==> src/rtl/stage_buffer_pkg.sv <==
// Shared definitions for the elastic stage buffer: parameter defaults and
// the per-cycle storage operation encoding used by the control logic.
package stage_buffer_pkg;

  localparam int DEF_WIDTH = 32;
  localparam int DEF_DEPTH = 4;
  localparam int DEF_TAGW  = 4;

  // Storage-side operation for one cycle; a bypassed word is neither.
  typedef enum logic [1:0] {
    OP_IDLE = 2'b00,
    OP_POP  = 2'b01,
    OP_PUSH = 2'b10,
    OP_BOTH = 2'b11
  } buf_op_e;

  function automatic buf_op_e decode_op(input logic wr, input logic rd);
    return buf_op_e'({wr, rd});
  endfunction

endpackage

==> src/rtl/stage_buffer_mem.sv <==
// DEPTH-entry register array holding {tag, payload} words; one write port,
// asynchronous (show-ahead) read port.
module stage_buffer_mem #(
  parameter int DW    = 36,
  parameter int DEPTH = 4,
  parameter int AW    = $clog2(DEPTH)
) (
  input  logic          clk,
  input  logic          reset,
  input  logic          wrEn,
  input  logic [AW-1:0] wrPtr,
  input  logic [DW-1:0] wrData,
  input  logic [AW-1:0] rdPtr,
  output logic [DW-1:0] rdData
);

  logic [DW-1:0] mem [DEPTH];

  // Contents are zeroed only by reset; a flush leaves stale words in place.
  always_ff @(posedge clk or negedge reset) begin
    if (!reset) begin
      for (int i = 0; i < DEPTH; i++) begin
        mem[i] <= '0;
      end
    end else if (wrEn) begin
      mem[wrPtr] <= wrData;
    end
  end

  assign rdData = mem[rdPtr];

endmodule

==> src/rtl/stage_buffer.sv <==
// Elastic buffer between two pipeline stages: DEPTH-entry queue with optional
// zero-latency bypass, synchronous flush and a per-word sequence tag.
module stage_buffer
  import stage_buffer_pkg::*;
#(
  parameter int WIDTH  = DEF_WIDTH,
  parameter int DEPTH  = DEF_DEPTH,
  parameter int TAGW   = DEF_TAGW,
  parameter int BYPASS = 0
) (
  input  logic                     clk,
  input  logic                     reset,
  input  logic                     readyIn,
  input  logic [WIDTH-1:0]         dataIn,
  output logic                     triggerOut,
  output logic                     readyOut,
  output logic [WIDTH-1:0]         dataOut,
  output logic [TAGW-1:0]          seqOut,
  input  logic                     triggerIn,
  input  logic                     flush,
  output logic [$clog2(DEPTH):0]   count,
  output logic                     full,
  output logic                     empty
);

  localparam int AW = $clog2(DEPTH);
  localparam int CW = AW + 1;
  localparam logic [CW-1:0] FULL_COUNT = CW'(DEPTH);
  localparam bit BYPASS_EN = (BYPASS != 0);

  logic [AW-1:0]         wr_ptr;
  logic [AW-1:0]         rd_ptr;
  logic [CW-1:0]         count_q;
  logic [TAGW-1:0]       seq_cnt;
  logic [WIDTH+TAGW-1:0] rd_word;
  logic                  bypass_active;
  logic                  push;
  logic                  pop;
  logic                  pass_through;
  logic                  wr_en;
  logic                  rd_en;
  buf_op_e               op;

  assign count = count_q;
  assign full  = (count_q == FULL_COUNT);
  assign empty = (count_q == '0);

  // Acceptance never looks at triggerIn, so a full buffer refuses even when popping.
  assign bypass_active = BYPASS_EN && empty;
  assign triggerOut    = reset && !full && !flush;
  assign readyOut      = reset && !flush && (!empty || (bypass_active && readyIn));

  assign push         = readyIn && triggerOut;
  assign pop          = readyOut && triggerIn;
  assign pass_through = bypass_active && push && pop;
  assign wr_en        = push && !pass_through;
  assign rd_en        = pop && !pass_through;
  assign op           = decode_op(wr_en, rd_en);

  always_comb begin
    dataOut = rd_word[WIDTH-1:0];
    seqOut  = rd_word[WIDTH +: TAGW];
    if (!reset) begin
      dataOut = '0;
      seqOut  = '0;
    end else if (bypass_active) begin
      dataOut = dataIn;
      seqOut  = seq_cnt;
    end
  end

  // Pointers wrap naturally because DEPTH is a power of two.
  always_ff @(posedge clk or negedge reset) begin
    if (!reset) begin
      wr_ptr  <= '0;
      rd_ptr  <= '0;
      count_q <= '0;
    end else if (flush) begin
      wr_ptr  <= '0;
      rd_ptr  <= '0;
      count_q <= '0;
    end else begin
      case (op)
        OP_PUSH: begin
          wr_ptr  <= wr_ptr + 1'b1;
          count_q <= count_q + 1'b1;
        end
        OP_POP: begin
          rd_ptr  <= rd_ptr + 1'b1;
          count_q <= count_q - 1'b1;
        end
        OP_BOTH: begin
          wr_ptr <= wr_ptr + 1'b1;
          rd_ptr <= rd_ptr + 1'b1;
        end
        default: ;
      endcase
    end
  end

  // The tag survives flushes so ordering checks can span a redirect.
  always_ff @(posedge clk or negedge reset) begin
    if (!reset) begin
      seq_cnt <= '0;
    end else if (push) begin
      seq_cnt <= seq_cnt + 1'b1;
    end
  end

  stage_buffer_mem #(
    .DW    (WIDTH + TAGW),
    .DEPTH (DEPTH),
    .AW    (AW)
  ) u_mem (
    .clk    (clk),
    .reset  (reset),
    .wrEn   (wr_en),
    .wrPtr  (wr_ptr),
    .wrData ({seq_cnt, dataIn}),
    .rdPtr  (rd_ptr),
    .rdData (rd_word)
  );

endmodule

==> config.mk <==
export PLATFORM = sky130hd
export DESIGN_NAME = stage_buffer
export DESIGN_NICKNAME = d
export VERILOG_FILES = /design/src/rtl/stage_buffer_pkg.sv /design/src/rtl/stage_buffer_mem.sv /design/src/rtl/stage_buffer.sv
export SDC_FILE = /design/constraint.sdc
export NUM_CORES = 1
export LEC_CHECK = 0
export BUFFER_PORTS_ARGS = -buffer_cell sky130_fd_sc_hd__clkbuf_2
export CORE_UTILIZATION = 45
export DETAILED_ROUTE_END_ITERATION = 12
export PLACE_DENSITY_LB_ADDON = 0.15
export SETUP_SLACK_MARGIN = 0.4
export SYNTH_ARGS = -nofsm -noshare
export SYNTH_HDL_FRONTEND = slang
export SYNTH_SLANG_ARGS = --single-unit
==> constraint.sdc <==
create_clock -name clk -period 5.4 [get_ports clk]
set_clock_uncertainty 0.1 [all_clocks]
set_input_delay 0.81 -clock clk [delete_from_list [all_inputs] [get_ports clk]]
set_output_delay 0.81 -clock clk [all_outputs]
set_load 0.005 [all_outputs]
; ---- After elaboration in Yosys (flattened, before gate mapping)
; Index checks and enable logic that the tools add are counted.
[op_classes]
addsub = 5
n_lt_le_gt_ge = 3
eq_ne = 4
muxes = 14
n_bitwise = 2
reduce_logical = 16
[op_table]
columns = operator, n
row1 = $bwmux W144, 1
row2 = $mux W36, 3
row3 = $bmux W36 S2, 1
row4 = $demux W36 S2, 1
row5 = $mux W32, 1
row6 = $mux W2, 4
row7 = $logic_and A1 B1 Y1, 7
row8 = $ge A3 B3 Y1 const B, 2
row9 = $not A2 Y3, 2
row10 = $pmux W3 S2, 1
row11 = $add A2 B1 Y2 const B, 2
row12 = $add A4 B1 Y4 const B, 1
row13 = $eq A2 B2 Y1 const B, 2
row14 = $mux W4, 1
row15 = $reduce_bool A2 Y1, 2
row16 = $reduce_or A2 Y1, 2
row17 = $add A3 B1 Y3 const B, 1
row18 = $eq A3 B3 Y1 const B, 1
row19 = $logic_not A1 Y1, 3
row20 = $logic_not A3 Y1, 1
row21 = $lt A3 B1 Y1 const B, 1
row22 = $mux W3, 1
row23 = $reduce_bool A3 Y1, 1
row24 = $sub A3 B1 Y3 const B, 1
row25 = $eq A2 B1 Y1 const B, 1
[totals]
ff_bits = 155
in_bits = 37
output_inout_bits = 43
word_cells = 52

; ---- Longest topological paths before layout
; Gate-level depths: netlist of run 1.
[logic_depth]
word_depth = 9
ltp_mapped = 7
ltp_nobuf = 6

; ---- Cells and area by module
; Synthesis of run 1 repeated with hierarchy kept, for this count alone.
[unflattened]
cells_unflattened = 446
area_unflattened_um2 = 7549.7
[modules_own_cells]
columns = mod, n_inst, cells_each, area_per_inst_um2, seq_area_each_um2
row1 = stage_buffer_mem, 1, 351, 6697.7, 3603.5
row2 = stage_buffer, 1, 95, 852.1, 275.3

; ---- Worst setup path before layout of run 1
; Ideal clock, no wire load.
[synth_timing]
path_kind = reg2out
startpoint = register rd_ptr[0]
endpoint = output port dataOut[16]
arrival_time_ns = 1.596
required_time_ns = 4.490
slack_ns = 2.894
stages_incl_launch_ff = 5
n_path_buf = 2
path_cell_list = dfrtp_1 > buf_2 > buf_2 > mux4_2 > and2_1
[synth_between]
elab_chain_cells = 5
[synth_lines]
columns = element, line_no
row1 = from (decl), stage_buffer.sv:32  ; logic [AW-1:0] rd_ptr;
row2 = from (signal assigned), stage_buffer.sv:89  ; rd_ptr <= rd_ptr + 1'b1;
row3 = from (signal assigned), stage_buffer.sv:94  ; rd_ptr <= rd_ptr + 1'b1;
row4 = $not A2 Y3 (implied by the code), stage_buffer_mem.sv:30  ; assign rdData = mem[rdPtr];
row5 = $bmux W36 S2, stage_buffer_mem.sv:30
row6 = $mux W36 (implied by the code) (2 in a row), stage_buffer_mem.sv:30
row7 = $mux W32, stage_buffer.sv:63  ; if (!reset) begin
row8 = to (decl), stage_buffer.sv:17  ; output logic [WIDTH-1:0] dataOut,
; No other way between the ends. The select of a mux whose other input is x is not followed.

; ---- Worst setup path in the final report of run 1
[layout_timing]
startpoint = register rd_ptr[0]
endpoint = output port seqOut[2]
[layout_between]
elab_chain_cells = 5
[layout_lines]
columns = element, line_no
row1 = $not A2 Y3 (implied by the code), stage_buffer_mem.sv:30
row2 = $bmux W36 S2, stage_buffer_mem.sv:30
row3 = $mux W36 (implied by the code) (2 in a row), stage_buffer_mem.sv:30
row4 = $mux W4, stage_buffer.sv:63
row5 = to (decl), stage_buffer.sv:18  ; output logic [TAGW-1:0] seqOut,
; No other way between the ends. The select of a mux whose other input is x is not followed.

==> impl_metrics.py, run 1 <==
metrics = {
    "setup_path": {
        "worst-setup-path-type": "flip-flop to output pin",
        "cp_max_fo": 29,
        "crit_start": "rd_ptr[0]$_DFFE_PN0P_",
        "worstPathCellList": "buf_4, mux4_2, and2_1, clkbuf_2",
        "r2r-start": "count[0]$_DFFE_PN0P_",
        "reg2reg_slack_ns": 2.71,
        "crit_end": "seqOut[2]",
        "r2r_cells": 4,
        "required_ns": 4.49,
        "max_stage_delay_ns": 1.08,
        "arrival_ns": 2.77,
        "rr_endpoint": "u_mem.mem[56]$_DFFE_PN0P_",
        "crit_slowest_cell": "dfrtp_2",
        "crit_path_end_kind": "output pin",
        "crit_path_start_kind": "flip-flop",
    },
    "global_route": {
        "grt_pass1_vias": 4470,
        "grt_first_pass_wirelength_mm": 24.7,
        "antenna_found_initial": 0,
        "grt_max_degree": 187,
        "track_usage": 0.183,
        "gr-total-overflow": 0,
    },
    "synth": {
        "synth_cell_type_count": 36,
        "syn_area_per_cell_sq_um": 16.8,
        "yosys_warnings": 0,
        "syn_nets": 498,
        "synthFlopType": "dfrtp_1",
        "synth_seq_cells": 155,
        "yosysSeqAreaShare": 0.508,
        "synth_edf_count": 0,
        "synth.area.top_cells": "dfrtp_1 51%, mux2_4 18%, mux4_2 11%, mux2_2 8.1%, and2_1 3.0%",
        "synth_most_common_cell": "dfrtp_1",
        "synth_area_sq_um": 7630,
        "yosysTopAreaCell": "dfrtp_1",
        "synthTopCellsByCount": "155 x dfrtp_1, 90 x mux2_4, 55 x mux2_2",
        "async_flop_share": 1.00,
        "synth_top_area_frac": 0.508,
        "synthCells": 455,
    },
    "clock_tree": {
        "clock-sinks": 155,
        "htreeDepth": 4,
        "cts_setup_buffers": 0,
        "cts_root_buffer": "clkbuf_16",
        "holdBufCountCts": 0,
        "clk_latency_ns": 0.41,
        "numCtsBuffers": 17,
        "cts_resized": 0,
        "cts_tree": "built",
        "clockBufferDepth": 2,
        "clk_pin_slew_ns": 0.06,
    },
    "drt": {
        "drt-total-wl_mm": 14.6,
        "initialDrtViolationCount": 206,
        "drcViolationCount": 0,
        "vias_per_cell": 5.29,
        "final_antenna_net_count": 0,
        "wl_per_cell_um": 19.2,
        "dr.pass1.iters": 4,
        "dr_total_vias": 4033,
    },
    "power_and_ir_drop": {
        "power.leakage_nw": 4.29,
        "power_density_nw_per_um2": 364,
        "total_power_mw": 3.15,
        "max-vdd-ir-drop_v": 0.000278,
    },
    "die": {
        "rows": 47,
        "die-area_sq_um": 17500,
        "chipHeight_um": 132,
        "start_util": 0.460,
        "core_sq_um": 16600,
        "die_w_um": 132,
        "ios": 80,
    },
    "sta": {
        "setup_violations": 0,
        "grt_setup_unrepaired": "no",
        "tightest_slew_ns": 1.10,
        "finalHoldViolations": 0,
        "fin_crit_sh": 0.681,
        "hold_slack_ns": 0.0941,
        "timing.final.crit_period_ns": 3.68,
        "maxSlewHeadroom": 0.266,
        "fmax_ghz": 0.272,
        "setup-tns-final_ns": 0,
        "final_max_slew_viol_count": 0,
    },
    "place": {
        "io_buffers": 79,
        "hpwl_mm": 8.31,
        "gp_congestion": 0.787,
    },
    "layout": {
        "syn2layout_area_growth_pct": 13.4,
        "layout-drive-gt1-share": 0.559,
        "antenna_cells": 0,
        "layout.nets": 572,
    },
    "min_path": {
        "hp-class": "input pin to asynchronous set/reset pin",
    },
    "job": {
        "drv_cap": 0,
    },
    "status": {
        "outcome": "complete, no violations",
    },
}
## area by class of cell
cell class / instances / area (sq um)
Fill cell: 1434 / 7930
Multi-Input combinational cell: 269 / 3450
Sequential cell: 155 / 3880
Inverter: 5 / 18.8
Clock buffer: 17 / 425
Clock inverter: 15 / 175
Timing Repair Buffer: 81 / 429
Tap cell: 220 / 275
## critical path, delay by kind of cell, from the launching register on
family,cells,cell delay [ns]
buffers and inverters,2,0.52
DFF,1,1.08
muxes,1,0.52
and+or+nand+nor,1,0.20
## cell usage in the layout (no fill, tap or decap), types with 2 or more instances in the layout
cell type and n:
clkinv_4 3, nor2_1 8, clkbuf_16 17, nand2_8 3, inv_1 5, and2_1 36
xor2_1 2, dfrtp_2 2, nor2b_1 2, clkinv_2 4, o21ai_0 4, mux2_2 55
bufinv_16 3, clkinvlp_4 4, dfrtp_1 153, ha_1 5, xnor2_1 4, mux4_2 36
nor3_1 5, nand2_1 3, mux2_4 90, clkbuf_2 78
## routing by layer
metal	wire length, um	track usage	up-vias
met5	0	0	-
met4	136	0.0498	0
met3	544	0.0458	11
li1	-	-	1806
met2	6970	0.285	69
met1	6960	0.257	2147
## how the worst min path moves through the flow
stage | end | slack (ns) | startpoint
after global routing | u_mem.mem[90]$_DFFE_PN0P_ | 0.07 | reset
after detailed placement | u_mem.mem[61]$_DFFE_PN0P_ | 0.39 | u_mem.mem[61]$_DFFE_PN0P_
after global placement | u_mem.mem[4]$_DFFE_PN0P_ | 0.38 | u_mem.mem[4]$_DFFE_PN0P_
after floorplan | u_mem.mem[41]$_DFFE_PN0P_ | 0.37 | u_mem.mem[41]$_DFFE_PN0P_
after CTS | u_mem.mem[131]$_DFFE_PN0P_ | 0.08 | reset
final | u_mem.mem[131]$_DFFE_PN0P_ | 0.09 | reset
## flip-flops by register name, summed over array words and instances (netlist names)
signal	cells
wr_ptr	2
count	3
rd_ptr	2
seq_cnt	4
u_mem.mem	144
## where the power goes
| group | internal [mW] | leakage, nW | total (mW) | switching (mW) |
|---|---|---|---|---|
| combinational | 0.339 | 1.96 | 0.499 | 0.160 |
| clock | 0.727 | 0.285 | 1.21 | 0.486 |
| sequential | 1.33 | 2.04 | 1.44 | 0.114 |
## kinds of logic (layout without fill, tap and decap cells)
group,Yosys count,after routing,synth area share
flops,155,155,0.508
simple gates,67,67,0.0585
buf+inv,31,118,0.0400
xor+xnor,6,6,0.00689
compound gates,8,8,0.00967
fa+ha+maj,6,6,0.0108
mux,182,182,0.366
## per-stage QoR
step / setup slack [ns] / util / cells / cell area, sq um
detailed placement: 1.91 / 0.486 / 730 / 8050
global placement: 2.00 / 0.486 / 730 / 8050
global route: 1.50 / 0.522 / 762 / 8650
finish: 1.72 / 0.522 / 762 / 8650
floorplan: 2.89 / - / 455 / 7630
CTS: 1.62 / 0.522 / 762 / 8650
(Power assumes the default switching activity.)
==> inputs of run 2 (changes only) <==
==> constraint.sdc (replaced) <==
create_clock -name clk -period 3.2 [get_ports clk]
set_clock_uncertainty 0.1 [all_clocks]
set_input_delay 0.48 -clock clk [delete_from_list [all_inputs] [get_ports clk]]
set_output_delay 0.48 -clock clk [all_outputs]
set_load 0.005 [all_outputs]
==> impl_metrics.py, run 2 (same netlist as run 1, synthesis figures left out) <==
metrics = {
    "status": {
        "outcome": "complete, no violations",
    },
    "layout": {
        "final_core_util": 0.531,
        "final_cell_mix": "153 x dfrtp_1, 90 x mux2_4, 78 x clkbuf_2",
        "layout.nets": 579,
        "final_common_cell": "dfrtp_1",
        "syn2layout_area_growth_pct": 15.3,
        "largest_register": "u_mem.mem",
        "largest_register_ffs": 144,
        "layout-drive-gt1-share": 0.559,
    },
    "drt": {
        "wl_per_cell_um": 19.1,
        "drcViolationCount": 0,
        "dr_total_vias": 4022,
        "final_antenna_net_count": 0,
        "dr.pass1.iters": 4,
        "initialDrtViolationCount": 201,
        "drt-total-wl_mm": 14.7,
        "vias_per_cell": 5.22,
    },
    "clock_tree": {
        "cts_tree": "built",
        "htreeDepth": 4,
        "clock-sinks": 155,
        "clk_pin_slew_ns": 0.06,
        "clockBufferDepth": 2,
        "cts_root_buffer": "clkbuf_16",
        "cts_setup_buffers": 0,
        "numCtsBuffers": 17,
        "clk_latency_ns": 0.42,
    },
    "sta": {
        "grt_setup_unrepaired": "no",
        "fin_crit_sh": 0.825,
        "setup_violations": 0,
        "tightest_slew_ns": 0.766,
        "setup-tns-final_ns": 0,
        "fmax_ghz": 0.379,
        "timing.final.crit_period_ns": 2.64,
        "maxSlewHeadroom": 0.485,
        "final_max_slew_viol_count": 0,
        "finalHoldViolations": 0,
    },
    "power_and_ir_drop": {
        "power_frac_comb": 0.152,
        "pwr-share-clk": 0.413,
        "power_density_nw_per_um2": 634,
        "switchingPower_mw": 1.26,
        "internal-power_mw": 4.32,
        "power.leakage_nw": 4.36,
        "pwr-share-seq": 0.435,
        "switching_share": 0.226,
        "max-vdd-ir-drop_v": 0.000389,
    },
    "place": {
        "hpwl_mm": 8.75,
        "io_buffers": 79,
        "gp_congestion": 0.781,
    },
    "global_route": {
        "track_usage": 0.186,
        "grt_first_pass_wirelength_mm": 24.7,
        "grt_pass1_vias": 4455,
        "grt_max_degree": 100,
        "gr-total-overflow": 0,
        "antenna_found_initial": 1,
    },
    "die": {
        "rows": 47,
        "die_w_um": 132,
        "die-area_sq_um": 17500,
        "core_sq_um": 16600,
        "chipHeight_um": 132,
        "start_util": 0.460,
        "ios": 80,
    },
    "setup_path": {
        "crit_buf_inv": 2,
        "cp_max_fo": 21,
        "crit_slowest_cell": "mux4_2",
        "crit_path_start_kind": "flip-flop",
        "max_stage_delay_ns": 0.57,
        "crit_path_end_kind": "output pin",
        "worstPathCellList": "buf_4, mux4_2, and2_1, clkbuf_2",
        "required_ns": 2.62,
        "worst-setup-path-type": "flip-flop to output pin",
        "arrival_ns": 2.06,
        "cp_top_family": "multiplexers",
    },
    "min_path": {
        "hp-class": "input pin to flip-flop",
    },
    "job": {
        "drv_cap": 0,
    },
}
## run 2: cell count changes in the layout (fill, tap and decap cells not counted), sizes merged, moves of 3 or more
cell and delta:
clkinv -5, buf +6, clkbuf +4, bufinv +3
## run 2: per-stage QoR
stage | setup WS [ns] | instances | area [sq um] | hold WS [ns] | power [mW]
finish | 0.560 | 770 | 8800 | 0.238 | 5.58
global route | 0.414 | 769 | 8800 | 0.219 | 5.84
CTS | 0.475 | 769 | 8800 | 0.211 | 5.66
detailed placement | 0.698 | 736 | 8110 | 0.211 | 3.32
global placement | 0.831 | 736 | 8110 | 0.210 | 3.27
floorplan | 0.891 | 455 | 7630 | 0.0844 | 3.04
## run 2: timing repair
item                                    CTS  global route
gates resized for setup                   0             1
hold buffers                              1             0
endpoints found under the setup margin    0             9
hold endpoints to repair                  3             0
## run 2: layout make-up
cell class	instances	area [sq um]
fill	1408	7780
sequential	155	3880
multi-input combinational	269	3450
timing repair buffer	88	500
clock buffer	21	460
tap	220	275
clock inverter	11	216
inverter	5	18.8
antenna	1	2.50
## run 2: layer usage
| metal | global-route usage | routed length [um] | vias to the layer above |
|---|---|---|---|
| met5 | 0 | 0 | - |
| met4 | 0.0575 | 147 | 0 |
| met3 | 0.0500 | 532 | 12 |
| met2 | 0.290 | 7070 | 67 |
| met1 | 0.255 | 6980 | 2120 |
| li1 | - | - | 1823 |
## run 2: worst paths after layout
path	startpoint	end	slack, ns	depth (start not counted)
setup / recovery	rd_ptr[0]$_DFFE_PN0P_	seqOut[2]	0.56	4
hold / removal	dataIn[2]	u_mem.mem[110]$_DFFE_PN0P_	0.24	2
setup reg to reg	count[0]$_DFFE_PN0P_	count[2]$_DFFE_PN0P_	0.65	6
hold reg to reg	u_mem.mem[37]$_DFFE_PN0P_	u_mem.mem[37]$_DFFE_PN0P_	0.40	1
max in group asynchronous	reset	rd_ptr[1]$_DFFE_PN0P_	1.97	3
min in group asynchronous	reset	count[0]$_DFFE_PN0P_	0.35	2
## run 2: power groups by stage
| stage | clock network (mW) | registers, mW | logic [mW] |
|---|---|---|---|
| floorplan | 0 | 2.39 | 0.643 |
| global placement | 0 | 2.44 | 0.834 |
| detailed placement | 0 | 2.45 | 0.864 |
| CTS | 2.36 | 2.43 | 0.866 |
| global route | 2.45 | 2.47 | 0.929 |
| finish | 2.31 | 2.43 | 0.850 |
==> inputs of run 3 (changes only) <==
==> constraint.sdc (replaced) <==
create_clock -name clk -period 2.55 [get_ports clk]
set_clock_uncertainty 0.1 [all_clocks]
set_input_delay 0.3825 -clock clk [delete_from_list [all_inputs] [get_ports clk]]
set_output_delay 0.3825 -clock clk [all_outputs]
set_load 0.005 [all_outputs]
==> impl_metrics.py, run 3 (same netlist as run 1, synthesis figures left out) <==
metrics = {
    "status": {
        "outcome": "complete, but fails checks",
        "violations": "hold timing",
    },
    "clock_tree": {
        "clockBufferDepth": 2,
        "numCtsBuffers": 17,
        "cts_tree": "built",
        "clk_latency_ns": 0.42,
        "clk_pin_slew_ns": 0.06,
        "htreeDepth": 4,
        "cts_root_buffer": "clkbuf_16",
        "clock-sinks": 155,
    },
    "global_route": {
        "gr-total-overflow": 0,
        "track_usage": 0.193,
        "antenna_found_initial": 0,
        "grt_pass1_vias": 4558,
        "grt_max_degree": 93,
        "grt_first_pass_wirelength_mm": 25.4,
    },
    "sta": {
        "timing.final.crit_period_ns": 2.43,
        "finalHoldViolations": 11,
        "final_max_slew_viol_count": 0,
        "setup-tns-final_ns": 0,
        "hold_slack_ns": -0.0315,
        "maxSlewHeadroom": 0.687,
        "fmax_ghz": 0.411,
        "tightest_slew_ns": 0.469,
        "fin_crit_sh": 0.955,
        "setup_violations": 0,
        "grt_setup_unrepaired": "yes",
    },
    "die": {
        "rows": 47,
        "chipHeight_um": 132,
        "start_util": 0.460,
        "ios": 80,
        "die_w_um": 132,
        "core_sq_um": 16600,
        "die-area_sq_um": 17500,
    },
    "drt": {
        "final_antenna_net_count": 0,
        "initialDrtViolationCount": 186,
        "dr.pass1.iters": 4,
        "drcViolationCount": 0,
        "vias_per_cell": 5.28,
        "dr_total_vias": 4162,
        "drt-total-wl_mm": 15.7,
        "wl_per_cell_um": 19.8,
    },
    "power_and_ir_drop": {
        "max-vdd-ir-drop_v": 0.000638,
        "power_density_nw_per_um2": 743,
        "power.leakage_nw": 4.51,
    },
    "min_path": {
        "hp-class": "input pin to asynchronous set/reset pin",
    },
    "layout": {
        "layout-drive-gt1-share": 0.615,
        "antenna_cells": 0,
        "layout.nets": 599,
        "largest_register": "u_mem.mem",
        "layout.cells.non_filler": 789,
        "multi_input_area_sq_um": 3510,
        "syn2layout_area_growth_pct": 19.2,
        "fin_area_sq_um": 9100,
        "final_common_cell": "dfrtp_1",
        "regArea_sq_um": 3880,
        "final_core_util": 0.549,
        "final_cell_mix": "150 x dfrtp_1, 90 x mux2_4, 77 x clkbuf_2",
        "nFillCells": 1346,
        "largest_register_ffs": 144,
    },
    "setup_path": {
        "crit_path_end_kind": "output pin",
        "reg2reg_slack_ns": 0.44,
        "required_ns": 2.07,
        "r2r_cells": 4,
        "r2r-start": "count[0]$_DFFE_PN0P_",
        "arrival_ns": 1.95,
        "crit_path_start_kind": "flip-flop",
        "worst-setup-path-type": "flip-flop to output pin",
        "crit_start": "rd_ptr[0]$_DFFE_PN0P_",
        "cp_max_fo": 6,
        "rr_endpoint": "u_mem.mem[73]$_DFFE_PN0P_",
    },
    "place": {
        "numPlacedInstances": 738,
        "gp_congestion": 0.765,
        "placed_cell_area_sq_um": 8150,
        "hpwl_mm": 8.60,
        "io_buffers": 79,
    },
    "job": {
        "drv_cap": 0,
    },
}
run 3: cell count changes in the layout (fill, tap and decap cells not counted), sizes merged:
| cell | previous run | this run |
|---|---|---|
| dlygate4sd3 | 1 | 2 |
| clkinv | 2 | 3 |
| diode | 1 | 0 |
| inv | 5 | 6 |
| clkbuf | 99 | 102 |
| buf | 9 | 27 |
| bufinv | 6 | 2 |
run 3: worst max path at each step:
| stage | end | depth (start not counted) |
|---|---|---|
| floorplan | count[1]$_DFFE_PN0P_ | 5 |
| global placement | count[2]$_DFFE_PN0P_ | 6 |
| detailed placement | u_mem.mem[3]$_DFFE_PN0P_ | 4 |
| CTS | dataOut[24] | 5 |
| global route | dataOut[17] | 5 |
| finish | seqOut[2] | 5 |
run 3: timing repair:
item,in CTS,in global routing
hold endpoints to repair,52,0
endpoints found under the setup margin,182,46
buffers inserted,8,3
resized for setup,10,22
cloned,2,2
hold buffers,4,0
pin swaps,3,8
run 3: worst max-delay path: stages, from the launching register on:
cell and delay, ns:
dfrtp_2 0.44, buf_4 0.15, buf_12 0.12, mux4_2 0.49, and2_1 0.20, clkbuf_2 0.12
run 3: cell type report:
cell class,instances,area share
Sequential cell,155,0.427
Clock buffer,23,0.0536
Inverter,5,0.00206
Tap cell,220,0.0302
Timing Repair Buffer,108,0.0898
Multi-Input combinational cell,269,0.385
Clock inverter,9,0.0121
run 3: per-layer routing:
layer | wire length [um] | vias to the layer above | share of wire | global-route usage
li1 | - | 1864 | - | -
met1 | 7470 | 2201 | 0.48 | 0.270
met5 | 0 | - | 0 | 0
met4 | 199 | 0 | 0.013 | 0.0645
met2 | 7550 | 80 | 0.48 | 0.302
met3 | 430 | 17 | 0.027 | 0.0400
run 3: where the power goes:
group          internal (mW)  switching (mW)
Clock                   1.55            1.01
Sequential              2.81           0.229
Combinational          0.789           0.378
Total                   5.15            1.61
run 3: stage by stage:
| step | setup slack (ns) | total power, mW | hold WS, ns |
|---|---|---|---|
| floorplan | 0.419 | 3.81 | -0.0131 |
| global placement | 0.339 | 4.13 | 0.116 |
| detailed placement | 0.295 | 4.16 | 0.116 |
| CTS | 0.114 | 6.77 | -0.0177 |
| global route | 0.0586 | 7.08 | 0.00111 |
| finish | 0.115 | 6.76 | -0.0315 |
